<file path="src/rtl/space_invaders_pkg.sv">
// Shared definitions for the space invaders game blocks.
// Holds the screen geometry, the player bullet size, the bullet FSM
// state type and the helper that places a freshly fired bullet.
package space_invaders_pkg;

  localparam logic [9:0] SCREEN_W = 10'd640;
  localparam logic [9:0] SCREEN_H = 10'd480;
  localparam logic [9:0] BULLET_W = 10'd4;
  localparam logic [9:0] BULLET_H = 10'd12;

  typedef enum logic [1:0] {
    IDLE,
    FLYING,
    COOLDOWN
  } bullet_state_t;

  // Left edge of a bullet centred on the ship, kept fully on screen so
  // the box never starts left of column 0 or ends right of SCREEN_W-1.
  function automatic logic [9:0] bullet_left_for(input logic [9:0] center);
    logic [9:0] half_w;
    half_w = BULLET_W >> 1;
    if (center < half_w)
      bullet_left_for = 10'd0;
    else if (center > SCREEN_W - half_w)
      bullet_left_for = SCREEN_W - BULLET_W;
    else
      bullet_left_for = center - half_w;
  endfunction

endpackage

</file>
<file path="src/rtl/counter.sv">
// Generic loadable down-counter.
// Ports:
//   clk_i        clock
//   reset_i      synchronous active-high reset, clears the count
//   load_i       load load_value_i (wins over dec_i)
//   load_value_i value to load
//   dec_i        decrement by one; holds at zero
//   count_o      current count
module counter #(
  parameter int width_p = 10
) (
  input  logic               clk_i,
  input  logic               reset_i,
  input  logic               load_i,
  input  logic [width_p-1:0] load_value_i,
  input  logic               dec_i,
  output logic [width_p-1:0] count_o
);

  always_ff @(posedge clk_i) begin
    if (reset_i)
      count_o <= '0;
    else if (load_i)
      count_o <= load_value_i;
    else if (dec_i && (count_o != '0))
      count_o <= count_o - width_p'(1);
  end

endmodule

</file>
<file path="src/rtl/player_bullet.sv">
// Player bullet: launches above the ship on fire, rises once per frame,
// retires on a hit or when it leaves the top of the screen, then waits
// a number of frames before the next shot is accepted. Also renders the
// bullet as a white box for the raster.
// Ports:
//   clk_i, reset_i          clock, synchronous active-high reset
//   fire_i                  fire button level
//   frame_i                 one-cycle pulse per video frame
//   ship_center_i           player ship centre column
//   hit_i                   bullet struck an enemy
//   pixel_x_i, pixel_y_i    current raster pixel
//   active_o                bullet in flight
//   bullet_*_o (box)        inclusive bullet bounding box
//   bullet_*_o (colour)     registered draw colour for the pixel
module player_bullet
  import space_invaders_pkg::*;
#(
  parameter logic [9:0] ship_top_p        = 10'd440,
  parameter logic [9:0] speed_p           = 10'd4,
  parameter logic [9:0] cooldown_frames_p = 10'd8
) (
  input  logic       clk_i,
  input  logic       reset_i,
  input  logic       fire_i,
  input  logic       frame_i,
  input  logic [9:0] ship_center_i,
  input  logic       hit_i,
  input  logic [9:0] pixel_x_i,
  input  logic [9:0] pixel_y_i,
  output logic       active_o,
  output logic [9:0] bullet_left_o,
  output logic [9:0] bullet_right_o,
  output logic [9:0] bullet_top_o,
  output logic [9:0] bullet_bot_o,
  output logic [3:0] bullet_red_o,
  output logic [3:0] bullet_green_o,
  output logic [3:0] bullet_blue_o
);

  localparam logic [9:0] LAUNCH_TOP = ship_top_p - BULLET_H;

  bullet_state_t state;
  logic [9:0]    cool_count;
  logic          retire;
  logic          cool_done;
  logic          in_box;

  // A hit beats a simultaneous frame pulse; a bullet that cannot rise a
  // full step is treated as having left the screen.
  assign retire = (state == FLYING) &&
                  (hit_i || (frame_i && (bullet_top_o < speed_p)));

  // A zero cooldown leaves immediately; otherwise the pulse that takes
  // the count from 1 to 0 ends the cooldown.
  assign cool_done = (state == COOLDOWN) &&
                     ((cool_count == 10'd0) ||
                      (frame_i && (cool_count == 10'd1)));

  counter #(
    .width_p(10)
  ) u_cooldown (
    .clk_i       (clk_i),
    .reset_i     (reset_i),
    .load_i      (retire),
    .load_value_i(cooldown_frames_p),
    .dec_i       ((state == COOLDOWN) && frame_i),
    .count_o     (cool_count)
  );

  assign bullet_right_o = bullet_left_o + (BULLET_W - 10'd1);
  assign bullet_bot_o   = bullet_top_o + (BULLET_H - 10'd1);

  always_ff @(posedge clk_i) begin
    if (reset_i) begin
      state         <= IDLE;
      active_o      <= 1'b0;
      bullet_left_o <= 10'd0;
      bullet_top_o  <= 10'd0;
    end else begin
      case (state)
        IDLE: begin
          if (fire_i) begin
            state         <= FLYING;
            active_o      <= 1'b1;
            bullet_left_o <= bullet_left_for(ship_center_i);
            bullet_top_o  <= LAUNCH_TOP;
          end
        end
        FLYING: begin
          if (retire) begin
            state    <= COOLDOWN;
            active_o <= 1'b0;
          end else if (frame_i) begin
            bullet_top_o <= bullet_top_o - speed_p;
          end
        end
        COOLDOWN: begin
          if (cool_done)
            state <= IDLE;
        end
        default: begin
          state    <= IDLE;
          active_o <= 1'b0;
        end
      endcase
    end
  end

  assign in_box = active_o &&
                  (pixel_x_i >= bullet_left_o) && (pixel_x_i <= bullet_right_o) &&
                  (pixel_y_i >= bullet_top_o)  && (pixel_y_i <= bullet_bot_o);

  always_ff @(posedge clk_i) begin
    if (reset_i) begin
      bullet_red_o   <= 4'h0;
      bullet_green_o <= 4'h0;
      bullet_blue_o  <= 4'h0;
    end else begin
      bullet_red_o   <= in_box ? 4'hF : 4'h0;
      bullet_green_o <= in_box ? 4'hF : 4'h0;
      bullet_blue_o  <= in_box ? 4'hF : 4'h0;
    end
  end

endmodule

</file>
<file path="config.mk">
export PLATFORM = sky130hd
export DESIGN_NAME = player_bullet
export DESIGN_NICKNAME = d
export VERILOG_FILES = /design/src/rtl/space_invaders_pkg.sv /design/src/rtl/counter.sv /design/src/rtl/player_bullet.sv
export SDC_FILE = /design/constraint.sdc
export NUM_CORES = 1
export LEC_CHECK = 0
export BUFFER_PORTS_ARGS = -buffer_cell sky130_fd_sc_hd__buf_2
export CORE_UTILIZATION = 35
export DETAILED_ROUTE_END_ITERATION = 12
export GPL_TIMING_DRIVEN = 0
export REMOVE_ABC_BUFFERS = 1
export SLEW_MARGIN = 20
export SYNTH_ARGS = -nofsm -noshare
export SYNTH_HDL_FRONTEND = slang
export SYNTH_SLANG_ARGS = --single-unit
</file>
<file path="constraint.sdc">
create_clock -name clk_i -period 4.5 [get_ports clk_i]
set_clock_uncertainty 0.05 [all_clocks]
set_input_delay 0.675 -clock clk_i [delete_from_list [all_inputs] [get_ports clk_i]]
set_output_delay 0.675 -clock clk_i [all_outputs]
set_load 0.02 [all_outputs]
</file>
==> metrics.md <==
| Metric | Value |
|---|---|
| Crit path time final | 2.87 ns |
| Cts bufs inserted | 5 |
| Fmax | 0.348 GHz |
| Initial core utilization | 37.0% |
| DR iter-0 viols | 94 |
| Rel. slew slack | 57.7% |
| Sequential fraction of the synthesis area | between 20 and 25% |
| Global-route wire length before repair | 10500 um |
| CTS tree | yes |
| Synth top area cells | dfxtp_1, ha_1, xnor2_1, inv_1, a21oi_1 |
| Initial antenna violation count | 0 |
| CP startpoint kind | register |
| Fill cell count | 781 |
| Worst Path Required | 3.77 ns |
| Syn Inst Count | 341 |
| Pins over their slew limit | 0 |
| Final worst-path cycle share | about 64% |
| Worst reg2reg path depth | 10 |
| Multi-input gate area | between 1500 and 2000 sq um |
| Netlist Area Pre-Place | ~2800 sq um |
| Setup Crit Path Kind | register to output port |
| Cell count along the critical path | 7 |
| Ys Warns | 0 |
| Drt drc | 0 |
| Setup violations, final | 0 |
| Synth cell types | 47 |
| Worst r2r dst | bullet_blue_o[2] |
| P_leak | 1.52 nW |
| Yosys top cell area share | between 20% and 30% |
| R2r setup slk | 1.86 ns |
| Post-CTS sizing | 0 |
| Worst-Margin Slew | 0.632 ns |
| Worst skew pair latency | 0.29 ns |
| Die area | about 8200 sq um |
| R2R Path Start | bullet_left_o[0] |
| Worst Setup Slack, final | 1.63 ns |
| Avg Cell Area, Syn | 8.08 sq um |
| Vias/cell | 4.99 |
| Max-Cap Viols | 0 |
| Hold crit path type | register to register |
| Worst vdd ir | about 0.00011 V |
| Clk pin slew, worst setup/hold paths | 0.07 ns |
| Port Buffers | 83 |
| Top fanout value on the critical path | 5 |
| Kind of end point of the critical path | output port |
| Row count | 31 |
| TNS Setup | 0 ns |
| Min-delay src | u_cooldown.count_o[9] |
| CP max-delay cell | nor4_1 |
| Vias in the first global route | 2337 |
| CTS H-tree depth | 2 |
| Most frequent cells in the layout | buf_2, inv_1, ha_1 |
| Area grow syn2layout | 18.4% |
| CTS Buffer Depth | 2 |
| Die height | 90.7 um |
| Hold Path Depth | 2 |
| Core ar. | 7450 sq um |
| Final wirelength | ~6400 um |
| Grt total ovfl | 0 |
| Via count | 2548 |
| Commonest register cell after synthesis | dfxtp_1 |
| Crit path largest cell delay | 0.47 ns |
| PwrDens | 267 nW/um^2 |
| Post-synthesis register bit count | 32 |
| Reg area | 641 sq um |
| Die X-Extent | 90.7 um |
| Root buf cell | clkbuf_8 |
| Fin nets | 487 |
| CP dominant cell by count | inv_1 |
| Status | finished, final reports clean |
| CP Data Arrival Time | 2.15 ns |
| Post-route ant nets | 0 |
| Post-detail-place hpwl | 5350 um |
| Layout cells sized above 1 | 23.5% |
| Final Hold Viols | 0 |
| Drt first pass iters | 4 |
| WL/cell | 12.5 um |
| Hold path endpoint | u_cooldown.count_o[9] |
| Crit-path cells | inv_1, ha_1, nor4_1, and3_1, xnor2_1, inv_1, buf_2 |
| IO Count | 88 |
| Post-CTS Setup Repair Bufs | 0 |
| Post-synth EDFFs | 0 |
| Commonest non-fill, non-tap cell in the layout | buf_2 |
| Pin count of the biggest net entering global routing | 15 |
| RD Place Congestion | 0.819 |
| CP top delay family | simple AND/OR/NAND/NOR gates |
| GRT Total Usage | between 15 and 20% |
| Pre-CTS WS | 1.85 ns |
| RSZ-0062 raised after global routing | no |
| Leading area contributor after synthesis | dfxtp_1 |
| Hold_buf cts | 0 |
| Ys async rst share | 0% |
| N_diodes | 0 |
| Critical Path Start | bullet_left_o[0] |
| Buffers and inverters on the worst path | 3 |
| CTS Sinks | 32 |
## sequential cells by signal, summed over array words and instances, names as in the netlist
name,cells
bullet_left_o,10
state,2
active_o,1
bullet_top_o,8
bullet_blue_o,1
u_cooldown.count_o,10
## logic make-up after synthesis
| group | count (synthesis) | share of synthesized area (%) |
|---|---|---|
| AND/OR/NAND/NOR | 98 | 19.2 |
| XOR/XNOR | 34 | 10.8 |
| flip-flops | 32 | 23.2 |
| buffers and inverters | 64 | 11.2 |
| AO/OA/AOI/OAI | 70 | 16.7 |
| adder cells (fa/ha/maj) | 41 | 18.6 |
| other | 2 | 0.272 |
## power breakdown
group / leakage [nW] / internal (mW) / switching (mW)
logic: 1.20 / 0.108 / 0.162
clock network: 0.0541 / 0.164 / 0.115
registers: 0.262 / 0.299 / 0.0236
total: 1.52 / 0.572 / 0.301
## worst reg2reg max path, delay by kind of cell (launching register included)
| family | cells | cell delay, ns |
|---|---|---|
| simple gates | 4 | 0.89 |
| fa+ha+maj | 2 | 0.55 |
| flops | 1 | 0.42 |
| compound gates | 2 | 0.42 |
| buf+inv | 1 | 0.12 |
| xor+xnor | 1 | 0.08 |
## per-stage QoR
step / cells / area (sq um) / utilization (%) / hold WS, ns / power, mW
after detailed placement: 503 / 3150 / 42.3 / 0.424 / 0.602
final: 511 / 3260 / 43.8 / 0.431 / 0.872
after global placement: 503 / 3150 / 42.3 / 0.415 / 0.595
after CTS: 511 / 3260 / 43.8 / 0.435 / 0.880
after floorplan: 321 / 2610 / - / 0.402 / 0.509
after global routing: 511 / 3260 / 43.8 / 0.451 / 0.929
## worst max path at each step
stage	end	slack, ns
after global placement	bullet_blue_o[2]	1.88
after CTS	bullet_right_o[8]	1.62
after global routing	bullet_right_o[8]	1.48
after floorplan	bullet_blue_o[0]	1.96
after detailed placement	bullet_blue_o[2]	1.85
final	bullet_right_o[8]	1.63
## cell usage after synthesis (all sizes together) (3+ instances only)
library cell / n
inv: 42
ha: 41
dfxtp: 32
nor2: 25
xnor2: 25
a21oi: 24
buf: 18
nand2: 16
nand3: 12
nor3: 9
o22ai: 9
xor2: 9
nand4: 8
o21ai: 8
nor4: 7
nor2b: 6
a211oi: 5
nand2b: 5
a21o: 4
clkbuf: 4
a31oi: 3
o211ai: 3
## cell type report
cell class                      count  area share, %
Multi-Input combinational cell    247           55.6
Inverter                           42           4.83
Sequential cell                    32           19.6
Clock inverter                      3           1.30
Tap cell                           99           3.80
Clock buffer                        5           2.11
Timing Repair Buffer               83           12.7
## metal layers
| layer | wire [um] | track usage, % | share of wire, % |
|---|---|---|---|
| met1 | 3070 | 19.9 | 48 |
| met2 | 2970 | 25.8 | 47 |
| met3 | 283 | 3.45 | 4.4 |
| met4 | 62 | 4.03 | 0.97 |
| met5 | 0 | 0 | 0 |
Note: power is estimated with default switching activity, not from simulation.
